`config.mk`:
```
export PLATFORM = sky130hd
export DESIGN_NAME = note_recorder
export DESIGN_NICKNAME = d
export VERILOG_FILES = /design/src/rtl/piano_pkg.sv /design/src/rtl/tick_gen.sv /design/src/rtl/note_recorder.sv
export SDC_FILE = /design/constraint.sdc
export NUM_CORES = 2
export LEC_CHECK = 0
export BUFFER_PORTS_ARGS = -buffer_cell sky130_fd_sc_hd__buf_2
export CORE_ASPECT_RATIO = 0.7
export CORE_MARGIN = 3
export CORE_UTILIZATION = 57
export CTS_CLUSTER_SIZE = 10
export DETAILED_ROUTE_END_ITERATION = 12
export PLACE_DENSITY = 0.73
export SLEW_MARGIN = 10
export SYNTH_ARGS = -nofsm -noshare
export SYNTH_HDL_FRONTEND = slang
export SYNTH_SLANG_ARGS = --single-unit
```
`constraint.sdc`:
```
create_clock -name clk -period 8.5 [get_ports clk]
set_clock_uncertainty 0.1 [all_clocks]
set_input_delay 0.85 -clock clk [delete_from_list [all_inputs] [get_ports clk]]
set_output_delay 0.85 -clock clk [all_outputs]
set_load 0.01 [all_outputs]
```
`src/rtl/piano_pkg.sv`:
```
// Shared types and constants for the keyboard note path: note bit order,
// the default buffer entry layout and the recorder state encoding.
package piano_pkg;

  localparam int NOTE_W    = 7;
  localparam int NOTE_A    = 6;
  localparam int NOTE_B    = 5;
  localparam int NOTE_C    = 4;
  localparam int NOTE_D    = 3;
  localparam int NOTE_E    = 2;
  localparam int NOTE_F    = 1;
  localparam int NOTE_G    = 0;
  localparam int DUR_W_DEF = 12;

  typedef struct packed {
    logic [NOTE_W-1:0]    notes;
    logic [DUR_W_DEF-1:0] dur;
  } entry_t;

  typedef enum logic [1:0] {
    ST_IDLE,
    ST_ARM,
    ST_REC,
    ST_PLAY
  } rec_state_t;

endpackage

```
`src/rtl/tick_gen.sv`:
```
// Duration quantum generator: one-cycle tick every CLK_HZ/TICK_HZ clocks.
// While restart is high the divider reads as 0, so a tick lands DIV-1 cycles later.
module tick_gen #(
  parameter int CLK_HZ  = 50_000_000,
  parameter int TICK_HZ = 100
) (
  input  logic clk,
  input  logic rst,
  input  logic restart,
  output logic tick
);

  localparam int DIV = CLK_HZ / TICK_HZ;
  localparam int CW  = (DIV > 1) ? $clog2(DIV) : 1;

  logic [CW-1:0] cnt, eff;

  always_comb begin
    eff  = restart ? '0 : cnt;
    tick = (eff == CW'(DIV - 1));
  end

  always_ff @(posedge clk or negedge rst)
    if (!rst) cnt <= '0;
    else      cnt <= tick ? '0 : eff + 1'b1;

endmodule

```
`src/rtl/note_recorder.sv`:
```
// Records the synchronised key chords as {notes, duration} entries and replays
// them onto the tone-generator note enables with no gap cycles between entries.
module note_recorder import piano_pkg::*; #(
  parameter int CLK_HZ  = 50_000_000,
  parameter int TICK_HZ = 100,
  parameter int DEPTH   = 64,
  parameter int DUR_W   = 12
) (
  input  logic                    clk,
  input  logic                    rst,
  input  logic                    rec_en,
  input  logic                    play_start,
  input  logic                    clear,
  input  logic [NOTE_W-1:0]       notes_in,
  output logic [NOTE_W-1:0]       notes_out,
  output logic                    recording,
  output logic                    playing,
  output logic                    full,
  output logic [$clog2(DEPTH):0]  count
);

  localparam int AW = $clog2(DEPTH);
  localparam int CW = AW + 1;
  localparam logic [DUR_W-1:0] DUR_MAX = '1;

  typedef struct packed {
    logic [NOTE_W-1:0] notes;
    logic [DUR_W-1:0]  dur;
  } rec_entry_t;

  rec_state_t        state, prev_state;
  logic [NOTE_W-1:0] sync1, s, cur;
  logic [DUR_W-1:0]  dur, dur_inc, dur_left;
  logic [AW-1:0]     rd_ptr, rd_addr;
  logic [CW-1:0]     play_idx;
  logic              tick, restart, wr_en, do_wr, last_tick;
  rec_entry_t        wr_data, rd_q;
  rec_entry_t        mem [DEPTH];

  // Divider is realigned on every state entry.
  assign restart = (state != prev_state);

  tick_gen #(.CLK_HZ(CLK_HZ), .TICK_HZ(TICK_HZ)) u_tick (
    .clk     (clk),
    .rst     (rst),
    .restart (restart),
    .tick    (tick)
  );

  assign dur_inc   = dur + 1'b1;
  assign last_tick = tick && (dur_left == DUR_W'(1) || dur_left == '0);
  // Outside PLAY entry 0 is kept prefetched so playback starts without a bubble.
  assign rd_addr   = (state == ST_PLAY) ? rd_ptr : '0;

  always_comb begin
    wr_en         = 1'b0;
    wr_data.notes = cur;
    wr_data.dur   = dur;
    if (state == ST_REC && !clear) begin
      if (!rec_en)
        wr_en = (dur != '0);
      else if (tick) begin
        if (s != cur) begin
          wr_en       = 1'b1;
          wr_data.dur = dur_inc;
        end else if (dur_inc == DUR_MAX) begin
          wr_en       = 1'b1;
          wr_data.dur = DUR_MAX;
        end
      end
    end
  end

  assign do_wr = wr_en && !full;

  always_ff @(posedge clk) begin
    if (do_wr) mem[count[AW-1:0]] <= wr_data;
    rd_q <= mem[rd_addr];
  end

  always_ff @(posedge clk or negedge rst) begin
    if (!rst) begin
      state      <= ST_IDLE;
      prev_state <= ST_IDLE;
      sync1      <= '0;
      s          <= '0;
      cur        <= '0;
      dur        <= '0;
      dur_left   <= '0;
      rd_ptr     <= '0;
      play_idx   <= '0;
      count      <= '0;
      full       <= 1'b0;
      notes_out  <= '0;
      recording  <= 1'b0;
      playing    <= 1'b0;
    end else begin
      sync1      <= notes_in;
      s          <= sync1;
      prev_state <= state;
      if (do_wr) begin
        count <= count + 1'b1;
        full  <= (count + 1'b1 == CW'(DEPTH));
      end
      if (clear) begin
        state     <= ST_IDLE;
        count     <= '0;
        full      <= 1'b0;
        notes_out <= '0;
        recording <= 1'b0;
        playing   <= 1'b0;
      end else begin
        case (state)
          ST_IDLE:
            if (rec_en) begin
              state     <= ST_ARM;
              count     <= '0;
              full      <= 1'b0;
              recording <= 1'b1;
            end else if (play_start && count != '0) begin
              state     <= ST_PLAY;
              playing   <= 1'b1;
              notes_out <= rd_q.notes;
              dur_left  <= rd_q.dur;
              rd_ptr    <= AW'(1);
              play_idx  <= '0;
            end
          ST_ARM:
            if (!rec_en) begin
              state     <= ST_IDLE;
              recording <= 1'b0;
            end else if (s != '0) begin
              state <= ST_REC;
              cur   <= s;
              dur   <= '0;
            end
          ST_REC:
            // The closing flush write is issued by the write-enable logic.
            if (!rec_en) begin
              state     <= ST_IDLE;
              recording <= 1'b0;
            end else if (tick) begin
              if (s != cur) begin
                cur <= s;
                dur <= '0;
              end else if (dur_inc == DUR_MAX) dur <= '0;
              else                             dur <= dur_inc;
            end
          ST_PLAY:
            if (rec_en) begin
              state     <= ST_ARM;
              playing   <= 1'b0;
              recording <= 1'b1;
              notes_out <= '0;
              count     <= '0;
              full      <= 1'b0;
            end else if (last_tick) begin
              if (CW'(play_idx + 1'b1) == count) begin
                state     <= ST_IDLE;
                playing   <= 1'b0;
                notes_out <= '0;
              end else begin
                notes_out <= rd_q.notes;
                dur_left  <= rd_q.dur;
                rd_ptr    <= rd_ptr + 1'b1;
                play_idx  <= play_idx + 1'b1;
              end
            end else if (tick) dur_left <= dur_left - 1'b1;
          default: state <= ST_IDLE;
        endcase
      end
    end
  end

endmodule

```
==> out/results.md <==
| Group | Parameter | Reported |
|---|---|---|
| run status | Status | finished clean |
| worst setup path | Critical path start-end classification | reg2reg |
| cts | Resized cells post-CTS | 0 |
| detailed routing | Via-to-Cell Ratio | 6.71 |
| detailed routing | DRC viols | 0 |
| cts | Number of buffers inserted by post-CTS setup repair | 0 |
| worst setup path | Buffers & Inverters on Critical Path | 1 |
| cts | Root Driver | clkbuf_16 |
| global routing | Overall fraction of global-route tracks in use | 0.274 |
| place | Area of placed instances | 54600 um2 |
| detailed routing | TritonRoute pass-1 iters | 5 |
| final layout | Most frequent cells in the layout | edfxtp_1 (1216), nand2_1 (240), mux4_2 (228), clkbuf_16 (153), nand3_1 (117) |
| sta | Finish-stage setup viols | 0 |
| sta | Final total negative setup slack | 0 ps |
| logic synthesis | Register bit count reported by yosys | 1333 |
| cts | Deepest level of the CTS H-tree | 4 |
| global routing | Largest net degree at the start of global routing | 130 |
| sta | Relative slew slack | 0.222 |
| power and ir drop | Leak pwr | 0.0178 uW |
| detailed routing | Total Wirelength | 130 mm |
| logic synthesis | Mapped Avg Cell Area | 17.7 um2 |
| logic synthesis | Count of flip-flops with a built-in enable after synthesis | 1216 |
| cts | Hold bufs inserted after CTS | 0 |
| cts | Number of buffers created by CTS | 151 |
| power and ir drop | Maximum VDD drop | 0.000226 V |
| detailed routing | Routed Antenna Nets | 0 |
| sta | Final hold viol count | 0 |
| cts | Clock slew seen by the registers of the worst setup and hold paths | 50 ps |
| worst setup path | Startpoint Class | flip-flop |
| sta | Fin crit period | 5450 ps |
| worst setup path | Arrival time of data at the critical path endpoint | 5720 ps |
| cts | Maximum count of clock buffers along a single path | 3 |
| detailed routing | Initial drt markers | 4272 |
| final layout | Most common cell after layout, fill and taps aside | edfxtp_1 |
| final layout | Utilization after layout | 0.648 |
| sta | Worst-Margin Slew | 1160 ps |
| logic synthesis | Proportion of synthesized chip area in sequential cells | 0.747 |
| worst setup path | Setup crit end kind | flip-flop |
| logic synthesis | Distinct cell type count after synthesis | 68 |
| place | Buffers added on ports | 28 |
| floorplan | Area of the die | 96100 um2 |
| worst setup path | Cell Chain, Critical Path | xnor2_1 -> and3_1 -> ha_1 -> nand4_1 -> or3_1 -> nor4_1 -> o211ai_1 -> o21ai_1 -> buf_4 -> nand4_1 -> nor2_2 |
| floorplan | Row count | 92 |
| sta | Period utilization | 0.642 |
| floorplan | Io pins | 29 |
| global routing | First-pass GRT wire length | 191 mm |
| worst setup path | Max Fanout on Critical Path | 22 |
| worst setup path | Required time worst endpoint | 8770 ps |
| min path | Path class of the lowest-slack min-delay path | in2async |
| worst setup path | Maximum single-stage delay on the critical path | 1110 ps |
| final layout | Layout cell share with drive strength beyond 1 | 0.211 |
| flow run | Max-capacitance violation count | 0 |
| power and ir drop | Power density over the cells | 259 nW/um2 |
| floorplan | Placeable core region | 90800 um2 |
| place | DPL Wire Length | 75.0 mm |
| global routing | Overflow after GRT | 0 |
| global routing | Number of antenna violations at the first check in global routing | 6 |
| logic synthesis | Fraction of registers with async set/reset | 0.0735 |
| place | Placer's final routability congestion estimate | 0.903 |
| final layout | Final-stage net count | 3089 |
| floorplan | Starting density of the core | 0.580 |
| logic synthesis | Total of warnings raised by yosys | 0 |
| worst setup path | Crit path max-delay family | simple AND/OR/NAND/NOR gates |
| worst setup path | Critical Path Slowest Stage Cell | nor2_2 |
| logic synthesis | Net Count, Synth | 2995 |
| detailed routing | Vias | 29200 |
| final layout | Finished Cell Area | 58800 um2 |
| sta | F_max | 183 MHz |
| logic synthesis | Commonest register cell after synthesis | edfxtp_1 |
| cts | Clock latency at the later pin of the worst-skew pair | 750 ps |
| logic synthesis | Number of instances in the synthesized netlist | 2968 |
| detailed routing | Routed wire per std cell | 29.9 um |
| sta | Setup repair after global routing missed its margin | no |
| final layout | Relative area change from synthesis to final layout | 11.7% |
| cts | TritonCTS clock tree | built |
| sta | Number of slew-limit violations in the final report | 0 |
| logic synthesis | Synth Cell Area | 52700 um2 |
| worst setup path | CP most frequent cell | nand4_1 |
| cts | Clock tree sinks | 1333 |
| floorplan | X dimension of the die | 369 um |
| global routing | Via count of the first global-routing pass | 28500 |
| floorplan | Height of the die | 260 um |
cell families (layout without fill, tap and decap cells):
| logic type | after synthesis | count (layout) | synth area share |
|---|---|---|---|
| AO/OA/AOI/OAI | 456 | 456 | 0.0583 |
| XOR/XNOR | 37 | 37 | 0.00615 |
| adder cells (fa/ha/maj) | 15 | 15 | 0.00356 |
| buffers and inverters | 196 | 352 | 0.0142 |
| flip-flops | 1333 | 1333 | 0.747 |
| multiplexers | 322 | 322 | 0.117 |
| other | 0 | 1 | 0 |
| AND/OR/NAND/NOR | 609 | 609 | 0.0530 |
Yosys cell counts, drive strengths merged (8+ instances only):
cell type / count / area share
and3: 12 / 0.0014
nor2b: 11 / 0.0013
ha: 15 / 0.0036
nor3: 12 / 0.0013
xnor2: 18 / 0.0030
or3: 9 / 0.0011
a21oi: 43 / 0.0041
nand4: 33 / 0.0039
inv: 12 / 0.00086
edfxtp: 1216 / 0.69
mux2: 88 / 0.019
xor2: 19 / 0.0032
clkbuf: 128 / 0.0091
nor2: 120 / 0.0086
nand3: 117 / 0.011
nand2b: 14 / 0.0017
dfxtp: 19 / 0.0072
dfrtp: 98 / 0.047
a31oi: 17 / 0.0020
mux4: 228 / 0.098
nor4: 10 / 0.0015
o211ai: 79 / 0.011
o21ai: 115 / 0.011
buf: 55 / 0.0041
o221ai: 76 / 0.013
nand2: 246 / 0.018
o22ai: 79 / 0.0094
a22o: 8 / 0.0013
final timing paths:
| check | startpoint | endpoint | slack (ps) | depth (start not counted) |
|---|---|---|---|---|
| hold / removal | rst | dur[10] | 40 | 1 |
| setup reg to reg | state[0] | mem[20][13] | 3050 | 11 |
| max in group asynchronous | rst | rd_ptr[0] | 7010 | 2 |
| min in group clk | notes_in[2] | sync1[2] | 100 | 1 |
| setup / recovery | state[0] | mem[20][13] | 3050 | 11 |
| hold reg to reg | sync1[1] | s[1] | 250 | 0 |
layout make-up:
class / count / area, um2
well taps: 1222 / 1530
multi-input cells: 1439 / 12800
flip-flops and latches: 1333 / 39400
repair buffers: 124 / 901
clock inverters: 14 / 225
fillers: 5844 / 32000
clock buffers: 201 / 4010
inverters: 13 / 48.8
diodes: 1 / 2.50
state kept, by name (all words and copies together) (netlist names), 12 cells and up:
register	cells
u_tick.cnt	19
dur_left	12
dur	12
mem	1216
rd_q	19
where the power goes:
group          total, uW  internal, uW  leakage, uW  switching [uW]
Combinational       1710           470      0.00443            1240
Sequential          7770          7600       0.0113             171
Clock               5770          3310      0.00205            2470
metrics by stage:
| step | hold slack (ps) | total power (uW) | worst slack (ps) | cells |
|---|---|---|---|---|
| 3_5_place_dp | 240 | 9580 | 3130 | 4131 |
| 4_1_cts | 39.1 | 15300 | 3100 | 4346 |
| 3_3_place_gp | 235 | 9510 | 3290 | 4131 |
| 6_report | 39.9 | 15300 | 3050 | 4347 |
| 2_1_floorplan | 231 | 8840 | 2530 | 2968 |
| 5_1_grt | 76.2 | 15700 | 2800 | 4346 |
per-layer routing:
metal | global-route usage | vias up | share of wire
met3 | 0.0782 | 232 | 0.13
met4 | 0.0950 | 2 | 0.029
li1 | - | 12200 | -
met5 | 0 | - | 0.00010
met1 | 0.412 | 14900 | 0.40
met2 | 0.389 | 1841 | 0.44
No activity file was read; power rests on OpenSTA's default activity.
